**src/rtl/decode_div_div_31s_15ns_16_seq_if.sv**
```systemverilog
// Request/result bundle for the ADPCM decode divider.
// The master issues start with operands and the slave returns results flagged by done.
interface decode_div_div_31s_15ns_16_seq_if;
  logic        start;
  logic [30:0] din0;
  logic [14:0] din1;
  logic        ready;
  logic        done;
  logic [15:0] dout;
  logic [15:0] rem;
  logic        ovf;
  logic        dbz;

  modport master (
    output start, din0, din1,
    input  ready, done, dout, rem, ovf, dbz
  );

  modport slave (
    input  start, din0, din1,
    output ready, done, dout, rem, ovf, dbz
  );
endinterface

```
**src/rtl/decode_div_div_31s_15ns_16_seq.sv**
```systemverilog
// Fixed-latency radix-2 restoring divider: 31-bit signed / 15-bit unsigned,
// saturated 16-bit signed quotient and sign-following 16-bit remainder.
//
// state  | meaning
// IDLE   | ready for start; results held
// CALC   | one quotient bit per enabled edge, count 30 down to 0
// FIX    | sign-correct, saturate, register results, pulse done
module decode_div_div_31s_15ns_16_seq #(
  parameter int ID         = 1,
  parameter int din0_WIDTH = 31,
  parameter int din1_WIDTH = 15,
  parameter int dout_WIDTH = 16
) (
  input  logic clk,
  input  logic reset,
  input  logic ce,
  decode_div_div_31s_15ns_16_seq_if.slave bus
);

  generate
    if (ID < 0 || din0_WIDTH != 31 || din1_WIDTH != 15 || dout_WIDTH != 16) begin : g_bad_cfg
      $error("decode_div_div_31s_15ns_16_seq: unsupported configuration");
    end
  endgenerate

  localparam logic [1:0] S_IDLE = 2'd0;
  localparam logic [1:0] S_CALC = 2'd1;
  localparam logic [1:0] S_FIX  = 2'd2;

  logic [1:0]  state;
  logic [4:0]  cnt_r;
  logic        sign_r;
  logic [30:0] work_r;   // dividend shifts out the top while quotient bits enter the bottom
  logic [14:0] dsor_r;
  logic [15:0] rem_r;
  logic        done_r;
  logic [15:0] dout_r;
  logic [15:0] rem_out_r;
  logic        ovf_r;
  logic        dbz_r;

  logic [16:0] rem_sh;
  logic        rem_ge;

  assign rem_sh = {rem_r, work_r[30]};
  assign rem_ge = (rem_sh >= {2'b00, dsor_r});

  always_ff @(posedge clk or negedge reset) begin
    if (!reset) begin
      state     <= S_IDLE;
      cnt_r     <= '0;
      sign_r    <= 1'b0;
      work_r    <= '0;
      dsor_r    <= '0;
      rem_r     <= '0;
      done_r    <= 1'b0;
      dout_r    <= '0;
      rem_out_r <= '0;
      ovf_r     <= 1'b0;
      dbz_r     <= 1'b0;
    end else if (ce) begin
      done_r <= 1'b0;
      case (state)
        S_IDLE: begin
          if (bus.start) begin
            sign_r <= bus.din0[30];
            work_r <= bus.din0[30] ? 31'(-bus.din0) : bus.din0;
            dsor_r <= bus.din1;
            rem_r  <= '0;
            cnt_r  <= 5'd30;
            state  <= S_CALC;
          end
        end
        S_CALC: begin
          rem_r  <= rem_ge ? 16'(rem_sh - {2'b00, dsor_r}) : rem_sh[15:0];
          work_r <= {work_r[29:0], rem_ge};
          if (cnt_r == 5'd0) state <= S_FIX;
          else               cnt_r <= cnt_r - 5'd1;
        end
        S_FIX: begin
          done_r <= 1'b1;
          state  <= S_IDLE;
          if (dsor_r == 15'd0) begin
            dbz_r     <= 1'b1;
            ovf_r     <= 1'b0;
            rem_out_r <= '0;
            dout_r    <= sign_r ? 16'h8000 : 16'h7FFF;
          end else begin
            dbz_r     <= 1'b0;
            rem_out_r <= sign_r ? 16'(-rem_r) : rem_r;
            // Negative side reaches one further: -32768 is representable
            if (!sign_r && work_r > 31'd32767) begin
              dout_r <= 16'h7FFF;
              ovf_r  <= 1'b1;
            end else if (sign_r && work_r > 31'd32768) begin
              dout_r <= 16'h8000;
              ovf_r  <= 1'b1;
            end else begin
              dout_r <= sign_r ? 16'(-work_r[15:0]) : work_r[15:0];
              ovf_r  <= 1'b0;
            end
          end
        end
        default: state <= S_IDLE;
      endcase
    end
  end

  assign bus.ready = (state == S_IDLE);
  assign bus.done  = done_r;
  assign bus.dout  = dout_r;
  assign bus.rem   = rem_out_r;
  assign bus.ovf   = ovf_r;
  assign bus.dbz   = dbz_r;

endmodule

```
**src/flat_wrapper.sv**
```systemverilog
// flat-port wrapper written by rule: the top's interface ports become plain ports
module decode_div_div_31s_15ns_16_seq_flat 
#(
  parameter int ID         = 1,
  parameter int din0_WIDTH = 31,
  parameter int din1_WIDTH = 15,
  parameter int dout_WIDTH = 16
)
  (clk, reset, ce, bus_start, bus_din0, bus_din1, bus_ready, bus_done, bus_dout, bus_rem, bus_ovf, bus_dbz);
  decode_div_div_31s_15ns_16_seq_if bus_i ();
  input  logic clk;
  input  logic reset;
  input  logic ce;
  input wire logic [$bits(bus_i.start)-1:0] bus_start;
  input wire logic [$bits(bus_i.din0)-1:0] bus_din0;
  input wire logic [$bits(bus_i.din1)-1:0] bus_din1;
  output wire logic [$bits(bus_i.ready)-1:0] bus_ready;
  output wire logic [$bits(bus_i.done)-1:0] bus_done;
  output wire logic [$bits(bus_i.dout)-1:0] bus_dout;
  output wire logic [$bits(bus_i.rem)-1:0] bus_rem;
  output wire logic [$bits(bus_i.ovf)-1:0] bus_ovf;
  output wire logic [$bits(bus_i.dbz)-1:0] bus_dbz;
  assign bus_i.start = bus_start;
  assign bus_i.din0 = bus_din0;
  assign bus_i.din1 = bus_din1;
  assign bus_ready = bus_i.ready;
  assign bus_done = bus_i.done;
  assign bus_dout = bus_i.dout;
  assign bus_rem = bus_i.rem;
  assign bus_ovf = bus_i.ovf;
  assign bus_dbz = bus_i.dbz;
  decode_div_div_31s_15ns_16_seq #(.ID(ID), .din0_WIDTH(din0_WIDTH), .din1_WIDTH(din1_WIDTH), .dout_WIDTH(dout_WIDTH)) u_core (.clk(clk), .reset(reset), .ce(ce), .bus(bus_i));
endmodule
```
**config.mk**
```make
export PLATFORM = sky130hd
export DESIGN_NAME = decode_div_div_31s_15ns_16_seq_flat
export DESIGN_NICKNAME = d
export VERILOG_FILES = /design/src/rtl/decode_div_div_31s_15ns_16_seq_if.sv /design/src/rtl/decode_div_div_31s_15ns_16_seq.sv /design/src/flat_wrapper.sv
export SDC_FILE = /design/constraint.sdc
export NUM_CORES = 1
export LEC_CHECK = 0
export CAP_MARGIN = 20
export CORE_AREA = 8 8 156 158
export DETAILED_ROUTE_END_ITERATION = 10
export DIE_AREA = 0 0 164 166
export PLACE_DENSITY = 0.51
export SYNTH_ARGS = -nofsm -noshare
export SYNTH_HDL_FRONTEND = slang
export SYNTH_SLANG_ARGS = --single-unit
```
**constraint.sdc**
```tcl
create_clock -name clk -period 4.95 [get_ports clk]
set_input_delay 0.99 -clock clk [delete_from_list [all_inputs] [get_ports clk]]
set_output_delay 0.99 -clock clk [all_outputs]
set_load 0.01 [all_outputs]
```
# After elaboration in Yosys (flattened, before gate mapping)

Index checks and enable logic that the tools add are counted.

$lt $le $gt $ge: 3
Shift operators: 0
Divide/modulo/power cells: 0
Bitwise operators: 0
Muxes and demuxes: 24
Equality and inequality tests: 5
Multiply operators: 0
Reduce and logical (&&, ||, !) cells: 12
Add/subtract/negate cells: 5

Operators with widths:

| operator                                              | count |
|---|---|
| 2-to-1 mux 16 bit                                     | 9 |
| 2-to-1 mux 31 bit                                     | 2 |
| one-hot mux 31 bit (2 select lines)                   | 1 |
| negation 16 bit                                       | 2 |
| one-hot mux 16 bit (2 select lines)                   | 1 |
| > comparator 31 x 15 -> 1 bit (second input constant) | 1 |
| > comparator 31 x 16 -> 1 bit (second input constant) | 1 |
| negation 31 bit                                       | 1 |
| greater-or-equal comparator 17 x 15 -> 1 bit          | 1 |
| subtractor 16 x 15 -> 16 bit                          | 1 |
| logical NOT 15 bit                                    | 1 |
| 2-to-1 mux 5 bit                                      | 2 |
| one-hot mux 5 bit (2 select lines)                    | 1 |
| AND reduction 3 bit                                   | 3 |
| logical NOT 5 bit                                     | 1 |
| 2-to-1 mux 1 bit                                      | 5 |
| subtractor 5 x 1 -> 5 bit (second input constant)     | 1 |
| 2-to-1 mux 2 bit                                      | 2 |
| inequality test 2 bit (second input constant)         | 2 |
| one-hot mux 2 bit (2 select lines)                    | 1 |
| AND reduction 4 bit                                   | 1 |
| == test 2 x 1 -> 1 bit (second input constant)        | 1 |
| == test 2 bit (second input constant)                 | 1 |
| logical AND 1 bit                                     | 2 |
| 5 further kinds                                       | 5 |

Memory bits (read-only): 0
Flip-flop bits (word level): 105
Output and inout port bits: 36
Memories kept: 0
Bits in latches: 0
RAM bits: 0

# Longest topological paths before layout

Gate-level depths: netlist of run 1.

Depth in word-level cells: 5
Mapped depth: 11

# Worst setup path before layout of run 1

OpenSTA, ideal clock, no wires.

Path type: input -> register
Start: input bus_din0[15]
End: register u_core.work_r[24]
Slack: 1.809 ns
Path buffers: 0
Arrival time: 3.064 ns
Cell stages on the path: 7
Path through: or4_4 or4b_4 or4_4 o31ai_4 xnor2_1 o22ai_2 o21ai_1

Longest elaborated chain between the ends: 4

Ends and longest elaborated chain:

| item                                | RTL line                             | text |
|---|---|---|
| start, declared                     | flat_wrapper.sv:15                   | `input wire logic [$bits(bus_i.din0)-1:0] bus_din0;` |
| negation 31 bit                     | decode_div_div_31s_15ns_16_seq.sv:67 | `work_r <= bus.din0[30] ? 31'(-bus.din0) : bus.din0;` |
| 2-to-1 mux 31 bit                   | decode_div_div_31s_15ns_16_seq.sv:67 |  |
| 2-to-1 mux 31 bit                   | decode_div_div_31s_15ns_16_seq.sv:65 | `if (bus.start) begin` |
| one-hot mux 31 bit (2 select lines) | decode_div_div_31s_15ns_16_seq.sv:63 | `case (state)` |
| end signal, assigned                | decode_div_div_31s_15ns_16_seq.sv:67 |  |
| end signal, assigned                | decode_div_div_31s_15ns_16_seq.sv:76 | `work_r <= {work_r[29:0], rem_ge};` |
| end, declared                       | decode_div_div_31s_15ns_16_seq.sv:33 | `logic [30:0] work_r;` |

Every way passes these cells. The select of a mux whose other input is x is not followed.
A chain may end at the register's enable or synchronous reset.

# Worst setup path after layout of run 1

Start: input bus_din0[14]
End: register u_core.work_r[24]

The elaborated chain is that of the path after synthesis.

==> summary.txt, run 1 <==
Status
  • Status: finished clean

CTS
  • Clock tree sinks: 105
  • Max Root-Sink Buffers: 2
  • Root buffer cell: clkbuf_16
  • Post-cts resize count: 0
  • Post-CTS setup buffers: 0
  • CTS Buf Count: 9
  • Clock-pin slew on the worst setup and hold paths: 0.07 ns
  • # H-tree levels: 3
  • Later-pin clock latency in the skew report: between 0.3 and 0.4 ns
  • Hold bufs inserted after CTS: 0
  • TritonCTS clock tree: built

Power and ir drop
  • P_leak: 3.26 nW
  • Clock power share: 0.197
  • Share of power burned in combinational logic: 0.433
  • Maximum vdd drop: roughly 0.16 mV
  • Seq pwr share: 0.371
  • Pwr Density: around 450 nW/um2
  • Sw Pwr: between 1 and 1.5 mW
  • Internal power: about 2.1 mW
  • Sw frac: 0.394

Worst setup path
  • CP Class: in2reg
  • Worst-path cell chain: clkdlybuf4s50_1 -> or4_4 -> or4b_4 -> or4_4 -> o31ai_4 -> xnor2_1 -> o22ai_2 -> o21ai_1
  • Critical path's most frequent cell: or4_4
  • Type of origin of the critical path: input pin
  • WP data required: roughly 5.2 ns
  • Worst-path fanout max: 5
  • CP Capture Type: flop
  • CP max-delay cell: or4_4
  • Worst R2R Path Depth: 9
  • Slowest stage delay, CP: 0.57 ns
  • CP arrival: 3.67 ns

STA
  • Hold Vio Cnt, Final: 0
  • Pin slew with the least headroom to its limit: 1.02 ns
  • Post-route setup TNS: 0 ns
  • Hold WS: 0.472 ns
  • Max-slew headroom: 0.318
  • Final Setup Violations: 0
  • Max-slew violation count: 0
  • Crit path time final: 3.39 ns
  • Fmax: approximately 0.30 GHz
  • Layout Skew: 0.00622 ns
  • RSZ-0062 raised after global routing: no
  • Fin crit share: 0.684
  • Fin worst setup slack: 1.56 ns

Detailed routing
  • Vias per std cell: approximately 4.9
  • Final wirelength: ~17 mm
  • Detailed Routing Iterations Pass 1: 4
  • Detailed router's first-iteration violation count: 288
  • Routed Antenna Nets: 0
  • Remaining DRCs: 0
  • Vias: 5378
  • Routed len/inst: 15.7 um

Cells and area
  • Fin nets: 873
  • Register Area: ~2600 um2
  • Inserted Diodes: 0
  • Layout cell share with drive strength beyond 1: 0.0509
  • Area growth syn-to-layout: 22.2%
  • Fillers: about 2300
  • Area occupied by multi-input gates: 3520 um2
  • Non-filler cells, final: 1090
  • Post-route core utilization: 0.356

Synthesis
  • Dominant cell type by area after synthesis: dfrtp_1
  • Synth top cells by count: 110 x nand2_1, 105 x dfrtp_1, 67 x o21ai_0
  • Post-synthesis cell count: roughly 740
  • Synth unique cells: 58
  • Asr flop ratio synth: 1.00
  • Synth Net Count: roughly 810
  • Sequential share of the synthesized area: 0.408
  • Syn. warnings: 0
  • Yosys reg bits: 105
  • Mean post-synth cell area: 8.75 um2
  • Post-Syn Area: 6440 um2
  • EDFF count, synth: 0
  • Synth top area share: 0.408
  • Top post-synthesis cells by area: dfrtp_1 41%, nand2_1 6.4%, xnor2_1 6.3%
  • Ys flop type: dfrtp_1
  • Count leader, synth: nand2_1

GRT
  • First-pass GRT wire length: approximately 29 mm
  • Largest net degree at the start of global routing: 52
  • Met1 GRT Util: 0.178
  • Grt total ovfl: 0
  • Global Route Usage Sum: 0.130
  • Met2 GRT Util: 0.201
  • Number of global-route vias before repair: about 5400
  • Initial antenna violation count: 1
  • M3 GR Usage: 0.0250
  • Most crowded layer after global routing: met2

Die
  • Die area: between 20000 and 30000 um2
  • Chip height: 166 um
  • CORE AREA: roughly 22000 um2
  • I/O pins: 86
  • Die width: 164 um
  • FP Rows: 55
  • Initial Util: 0.292

Placement
  • Dpl ws: between 1 and 1.5 ns
  • GP Congestion: 0.808
  • Dpl cells: 1073
  • HPWL Detailed: 13.1 mm
  • Number of buffers added on ports: 85

Worst hold path
  • Worst hold path depth: 2
  • Worst hold path type: reg2reg

Job
  • Max Cap Violations: 0
==> through the flow <==
step,instance area (um2),power [mW]
finish,7870,3.52
global route,7870,3.82
CTS,7830,3.56
detailed placement,7550,2.85
global placement,7550,2.85
floorplan,6440,2.43
==> critical path, delay by kind of cell <==
kind                      cells  cell delay [ns]
and+or+nand+nor               3             1.65
buffers and inverters         1             0.47
xor gates and xnor gates      1             0.16
AOI/OAI and AO/OA             3             0.41
==> per-layer routing <==
layer / part of all wire / up-vias
met5: 0.00076 / -
li1: - / 2776
met4: 0.014 / 2
met2: 0.44 / 83
met3: 0.044 / 15
met1: 0.50 / 2502
==> cell type report <==
class	count	share of cell area
repair buffers	96	0.121
clock inverters	4	0.00366
multi-input cells	555	0.448
inverters	34	0.0162
well taps	285	0.0453
clock buffers	11	0.0321
flip-flops and latches	105	0.334
==> power groups by stage <==
stage          combinational, mW  sequential (mW)  clock (mW)
2_1_floorplan               1.21             1.22           0
3_3_place_gp                1.53             1.32           0
3_5_place_dp                1.53             1.32           0
4_1_cts                     1.54             1.30       0.716
5_1_grt                     1.73             1.34       0.752
6_report                    1.52             1.30       0.693
==> placed cells by master (no fill, tap or decap), types with 7 or more instances in the layout <==
cell / count
clkdlybuf4s50_1: 84
a21oi_1: 15
xor2_1: 24
inv_1: 34
nand2_1: 110
dfrtp_1: 105
mux2i_1: 13
or4_1: 9
clkbuf_16: 9
o21ai_1: 26
o21ai_0: 67
nand4_1: 8
xnor2_1: 46
o22ai_1: 34
nand3_1: 14
nor4_1: 12
nor2_1: 35
ha_1: 21
and3_1: 7
nor3_1: 12
o31ai_1: 15
buf_4: 11
==> final timing paths <==
| path | slack, ns | start | endpoint |
|---|---|---|---|
| hold / removal | 0.47 | u_core.bus.rem[2]$_DFFE_PN0P_ | u_core.bus.rem[2]$_DFFE_PN0P_ |
| setup / recovery | 1.56 | bus_din0[14] | u_core.work_r[24]$_DFFE_PN0P_ |
| hold reg to reg | 0.47 | u_core.bus.rem[2]$_DFFE_PN0P_ | u_core.bus.rem[2]$_DFFE_PN0P_ |
| setup reg to reg | 1.80 | u_core.rem_r[3]$_DFFE_PN0P_ | u_core.rem_r[9]$_DFFE_PN0P_ |
| min in group asynchronous | 0.55 | reset | u_core.work_r[21]$_DFFE_PN0P_ |
| max in group asynchronous | 3.40 | reset | u_core.bus.rem[6]$_DFFE_PN0P_ |
==> registers in the layout (all words and copies together) (netlist names) <==
signal           cells
u_core.work_r       31
u_core.rem_r        16
u_core.cnt_r         5
u_core.sign_r        1
u_core.bus.dbz       1
u_core.bus.rem      16
u_core.bus.done      1
u_core.bus.ovf       1
u_core.state         2
u_core.bus.dout     16
u_core.dsor_r       15
==> logic make-up (layout without fill, tap and decap cells) <==
logic type | Yosys count | after routing | share of synthesized area
AND/OR/NAND/NOR | 238 | 238 | 0.177
flip-flops | 105 | 105 | 0.408
XOR/XNOR | 70 | 70 | 0.0952
buffers and inverters | 76 | 145 | 0.0456
adder cells (fa/ha/maj) | 22 | 22 | 0.0439
multiplexers | 13 | 13 | 0.0202
AO/OA/AOI/OAI | 212 | 212 | 0.211
No activity file was read; power rests on OpenSTA's default activity.
==> run 2, diff against run 1 <==
--- a/config.mk
+++ b/config.mk
@@ -9,7 +9,7 @@
 export CORE_AREA = 8 8 156 158
 export DETAILED_ROUTE_END_ITERATION = 10
 export DIE_AREA = 0 0 164 166
-export PLACE_DENSITY = 0.51
+export PLACE_DENSITY = 0.53
 export SYNTH_ARGS = -nofsm -noshare
 export SYNTH_HDL_FRONTEND = slang
 export SYNTH_SLANG_ARGS = --single-unit
==> constraint.sdc (replaced) <==
create_clock -name clk -period 2.85 [get_ports clk]
set_input_delay 0.57 -clock clk [delete_from_list [all_inputs] [get_ports clk]]
set_output_delay 0.57 -clock clk [all_outputs]
set_load 0.01 [all_outputs]
==> run 2 against run 1 <==
Via count rose by 2.3%. Sequential power increased by 70%. Highest routed layer is now met4. Total power increased by 78%. Largest cell class unchanged. Largest power group unchanged. Worst hold slack got worse by 0.28 ns.
==> summary.txt, run 2 (synthesis results as in run 1) <==
Status
  • Status: finished clean

STA
  • Fin crit share: 0.971
  • Hold Vio Cnt, Final: 0
  • Layout Skew: 0.00925 ns
  • Fmax: between 0.3 and 0.4 GHz
  • Max-slew headroom: 0.569
  • RSZ-0062 raised after global routing: no
  • Max-slew violation count: 0
  • Pin slew with the least headroom to its limit: 0.645 ns
  • Final Setup Violations: 0
  • Crit path time final: approximately 2.8 ns

Detailed routing
  • Detailed router's first-iteration violation count: 282
  • Remaining DRCs: 0
  • Vias per std cell: 4.86
  • Final wirelength: 17.3 mm
  • Routed Antenna Nets: 0
  • Detailed Routing Iterations Pass 1: 4
  • Routed len/inst: roughly 15 um
  • Vias: roughly 5500

Worst setup path
  • Type of origin of the critical path: input pin
  • Worst-path fanout max: 4
  • CP Class: in2reg
  • Critical path's most frequent cell: or4_4
  • Slowest stage delay, CP: 0.54 ns
  • CP max-delay cell: or4b_4
  • Worst-path cell chain: clkdlybuf4s50_1 -> or4_4 -> or4b_4 -> or4_4 -> o31ai_4 -> xnor2_1 -> o22ai_2 -> o21ai_1
  • CP arrival: 3.04 ns
  • CP Capture Type: flop
  • WP data required: 3.13 ns

GRT
  • Initial antenna violation count: 0
  • Global Route Usage Sum: 0.129
  • First-pass GRT wire length: about 29 mm
  • Number of global-route vias before repair: 5543
  • Largest net degree at the start of global routing: 53
  • Grt total ovfl: 0

Cells and area
  • Most common cell after layout, fill and taps aside: nand2_1
  • Fin nets: 914
  • Fillers: 2249
  • Post-route core utilization: 0.371
  • Layout Cell Area excl Fill: 8200 um2
  • Most flop-heavy register: u_core.work_r
  • Layout cell share with drive strength beyond 1: 0.0957
  • Commonest cells after routing, fill and taps aside: 110 x nand2_1, 105 x dfrtp_1, 81 x clkdlybuf4s50_1
  • Max reg flops: 31
  • Inserted Diodes: 0
  • Area growth syn-to-layout: 27.3%

CTS
  • TritonCTS clock tree: built
  • Clock tree sinks: between 100 and 150
  • # H-tree levels: 3
  • Later-pin clock latency in the skew report: ~0.36 ns
  • Root buffer cell: clkbuf_16
  • Clock-pin slew on the worst setup and hold paths: 0.06 ns
  • CTS Buf Count: 9
  • Max Root-Sink Buffers: 2

Power and ir drop
  • Maximum vdd drop: 0.256 mV
  • Pwr Density: about 760 nW/um2
  • P_leak: 3.46 nW

Placement
  • Number of buffers added on ports: 85
  • GP Congestion: 0.804
  • HPWL Detailed: 13.5 mm
  • DP Area: between 7000 and 8000 um2

Die
  • Chip height: 166 um
  • CORE AREA: 22100 um2
  • I/O pins: 86
  • Initial Util: 0.292
  • FP Rows: 55
  • Die width: 164 um
  • Die area: approximately 27000 um2

Worst hold path
  • Worst hold path type: in2async

Job
  • Max Cap Violations: 0
==> run 2: changes by cell type in the layout (fill, tap and decap cells not counted), sizes merged <==
cell	before	now
clkdlybuf4s50	84	81
bufinv	0	1
clkbuf	11	10
dlygate4sd2	0	3
buf	12	53
clkinvlp	2	3
clkinv	2	1
==> run 2: final timing paths <==
check	end	startpoint	slack [ns]	depth (start not counted)
worst min-delay path	u_core.work_r[24]$_DFFE_PN0P_	reset	0.20	1
max in group asynchronous	u_core.bus.rem[9]$_DFFE_PN0P_	reset	1.96	2
min in group clk	u_core.bus.rem[3]$_DFFE_PN0P_	u_core.bus.rem[3]$_DFFE_PN0P_	0.48	2
worst max-delay path	u_core.work_r[29]$_DFFE_PN0P_	bus_din0[15]	0.08	8
worst min register to register	u_core.bus.rem[3]$_DFFE_PN0P_	u_core.bus.rem[3]$_DFFE_PN0P_	0.48	2
worst max register to register	u_core.rem_r[1]$_DFFE_PN0P_	u_core.rem_r[10]$_DFFE_PN0P_	0.24	9
==> run 2: cell type report <==
cell class	count	area, um2	area share
multi-input combinational	555	3540	0.432
sequential	105	2630	0.320
timing repair buffer	137	1260	0.154
tap	285	357	0.0435
clock buffer	10	229	0.0279
inverter	34	128	0.0156
clock inverter	5	57.6	0.00702
==> run 2: power by group <==
group          internal, mW  leakage (nW)  switching, mW
registers              1.81          1.33          0.399
logic                  1.34          2.00           1.47
clock network         0.675         0.131          0.555
total                  3.83          3.46           2.42
==> run 2: per-layer routing <==
metal / share of wire / up-vias / track usage
met1: 0.50 / 2540 / 0.177
met5: 0 / - / 0
li1: - / 2858 / -
met2: 0.45 / 83 / 0.205
met3: 0.032 / 20 / 0.0174
met4: 0.016 / 0 / 0.0439
==> run 2: timing repair <==
item / in CTS / in global routing
pin swaps: 8 / 3
buffers inserted: 2 / 0
setup endpoints to repair: 5 / 7
gates resized for setup: 5 / 0
hold buffers: 0 / 0
==> run 2: worst max-delay path: cells and delay by family <==
family | cells | cell delay (ns)
AOI/OAI and AO/OA | 3 | 0.42
buffers and inverters | 1 | 0.43
and+or+nand+nor | 3 | 1.46
xor gates and xnor gates | 1 | 0.16
==> run 2: metrics by stage <==
step	total power [mW]	setup WS [ns]	setup TNS [ns]	hold slack, ns	instances
after floorplan	4.21	0.129	0	0.274	736
after global placement	5.04	-0.395	-3.05	0.453	1114
after detailed placement	5.05	-0.429	-3.35	0.470	1114
after CTS	6.31	0.0279	0	0.216	1131
after global routing	6.75	0.00230	0	0.232	1131
final	6.25	0.0821	0	0.195	1131
==> run 3, diff against run 2 <==
--- a/config.mk
+++ b/config.mk
@@ -6,9 +6,9 @@
 export NUM_CORES = 1
 export LEC_CHECK = 0
 export CAP_MARGIN = 20
-export CORE_AREA = 8 8 156 158
+export CORE_AREA = 2 2 150 152
 export DETAILED_ROUTE_END_ITERATION = 10
-export DIE_AREA = 0 0 164 166
+export DIE_AREA = 0 0 152 154
 export PLACE_DENSITY = 0.53
 export SYNTH_ARGS = -nofsm -noshare
 export SYNTH_HDL_FRONTEND = slang
==> run 3 against run 2 <==
Count of clock-buffer cells in the layout shrank 1. Routed wire length about the same. Sequential power is essentially flat. Flip-flop and latch count unchanged. Register-to-register slack got worse by 0.03 ns. Utilization is 0.92 points higher. Fmax decreased by 0.24%. Critical path depth unchanged. Non-clock buffer count increased by 1. First-iteration DRC count increased by 15%. Clock power is 12% higher. Critical endpoint is now u_core.work_r[24]$_DFFE_PN0P_.
==> summary.txt, run 3 (synthesis results as in run 1) <==
CTS
  • Post-CTS setup buffers: 0
  • Clock tree sinks: 105
  • Later-pin clock latency in the skew report: 0.35 ns
  • # H-tree levels: 3
  • CTS Buf Count: 9
  • TritonCTS clock tree: built
  • Hold bufs inserted after CTS: 0
  • Clock-pin slew on the worst setup and hold paths: 0.07 ns
  • Root buffer cell: clkbuf_16
  • Max Root-Sink Buffers: 2

Detailed routing
  • Detailed Routing Iterations Pass 1: 5
  • Detailed router's first-iteration violation count: between 300 and 400
  • Final wirelength: about 17 mm
  • Remaining DRCs: 0
  • Vias: 5562
  • Vias per std cell: about 4.9
  • Routed Antenna Nets: 0
  • Routed len/inst: 15.3 um

Cells and area
  • Layout cell share with drive strength beyond 1: 0.100
  • Area growth syn-to-layout: 28.1%
  • Most common cell after layout, fill and taps aside: nand2_1
  • Inserted Diodes: 0
  • Fillers: 2179
  • Commonest cells after routing, fill and taps aside: 110 x nand2_1, 105 x dfrtp_1, 80 x clkdlybuf4s50_1
  • Max reg flops: 31
  • Fin nets: 915
  • Non-filler cells, final: 1128
  • Most flop-heavy register: u_core.work_r

Placement
  • HPWL Detailed: 13.1 mm
  • Dpl ws: -0.406 ns
  • GP Congestion: 0.800
  • Number of buffers added on ports: 85
  • Dpl cells: around 1100

Worst setup path
  • CP arrival: just over 3 ns
  • Slowest stage delay, CP: 0.57 ns
  • R2r startpoint: u_core.rem_r[3]$_DFFE_PN0P_
  • Worst R2R End: u_core.rem_r[0]$_DFFE_PN0P_
  • CP top delay family: simple AND/OR/NAND/NOR gates
  • Worst-path fanout max: 5
  • CP Class: in2reg
  • CP max-delay cell: or4_4
  • R2R setup slack: 0.21 ns
  • Cell depth of the worst setup path: 8
  • Worst Path Buf+Inv: 1
  • Type of origin of the critical path: input pin
  • Worst R2R Path Depth: 9
  • WP data required: 3.13 ns
  • Worst Setup EP: u_core.work_r[24]$_DFFE_PN0P_
  • Worst-path cell chain: dlygate4sd2_1 -> or4_4 -> or4b_4 -> or4_4 -> o31ai_4 -> xnor2_1 -> o22ai_2 -> o21ai_1
  • CP startpoint: bus_din0[12]
  • CP Capture Type: flop
  • Critical path's most frequent cell: or4_4

GRT
  • Initial antenna violation count: 0
  • Global Route Usage Sum: 0.151
  • Grt total ovfl: 0
  • Number of global-route vias before repair: 5587
  • Largest net degree at the start of global routing: 53
  • First-pass GRT wire length: 29.2 mm

Die
  • CORE AREA: 21700 um2
  • FP Rows: 54
  • Die area: 23400 um2
  • Die width: 152 um
  • I/O pins: 86
  • Chip height: ~150 um
  • Initial Util: 0.297

STA
  • Fmax: 0.360 GHz
  • Final Setup Violations: 0
  • Crit path time final: 2.77 ns
  • RSZ-0062 raised after global routing: no
  • Max-slew headroom: 0.541
  • Hold Vio Cnt, Final: 0
  • Fin worst setup slack: 0.0753 ns
  • Layout Skew: between 0.007 and 0.008 ns
  • Pin slew with the least headroom to its limit: 0.689 ns
  • Max-slew violation count: 0
  • Fin crit share: 0.974

Power and ir drop
  • Pwr Density: 787 nW/um2
  • P_leak: between 3 and 4 nW
  • Maximum vdd drop: 0.328 mV

Worst hold path
  • Worst hold path type: in2async

Job
  • Max Cap Violations: 0

Status
  • Status: finished clean
-- run 3: per-layer routing --
layer,track usage,up-vias,routed length (um)
li1,-,2856,-
met1,0.218,2593,8740
met2,0.236,99,7700
met3,0.0237,14,592
met4,0.0418,0,203
met5,0,-,0
-- run 3: worst min path at each step --
stage | end | startpoint
2_1_floorplan | u_core.bus.dbz$_DFFE_PN0P_ | reset
3_3_place_gp | u_core.bus.rem[2]$_DFFE_PN0P_ | u_core.bus.rem[2]$_DFFE_PN0P_
3_5_place_dp | u_core.bus.rem[0]$_DFFE_PN0P_ | u_core.bus.rem[0]$_DFFE_PN0P_
4_1_cts | u_core.work_r[22]$_DFFE_PN0P_ | reset
5_1_grt | u_core.work_r[22]$_DFFE_PN0P_ | reset
6_report | u_core.work_r[22]$_DFFE_PN0P_ | reset
-- run 3: layout make-up --
type                       instances  area, um2  share of cell area
multi-input combinational        555       3540               0.429
sequential                       105       2630               0.318
timing repair buffer             138       1280               0.155
tap                              280        350              0.0425
clock buffer                       9        225              0.0273
inverter                          34        128              0.0155
clock inverter                     7        101              0.0123
-- run 3: metrics by stage --
| stage | area, um2 | hold slack, ns | utilization | total power, mW | TNS (ns) |
|---|---|---|---|---|---|
| global placement | 7910 | 0.456 | 0.365 | 5.12 | -2.93 |
| global route | 8250 | 0.288 | 0.380 | 7.00 | 0 |
| detailed placement | 7910 | 0.472 | 0.365 | 5.15 | -3.18 |
| finish | 8250 | 0.246 | 0.380 | 6.49 | 0 |
| CTS | 8240 | 0.269 | 0.380 | 6.56 | 0 |
| floorplan | 6440 | 0.274 | - | 4.21 | 0 |
-- run 3: power breakdown --
part           internal (mW)  switching [mW]
Sequential              1.81           0.377
Clock                  0.780           0.599
Combinational           1.39            1.53
Total                   3.99            2.50
-- run 3: timing repair --
item	in CTS	in global routing
endpoints found under the setup margin	4	6
gates resized for setup	4	2
pin swaps	6	3
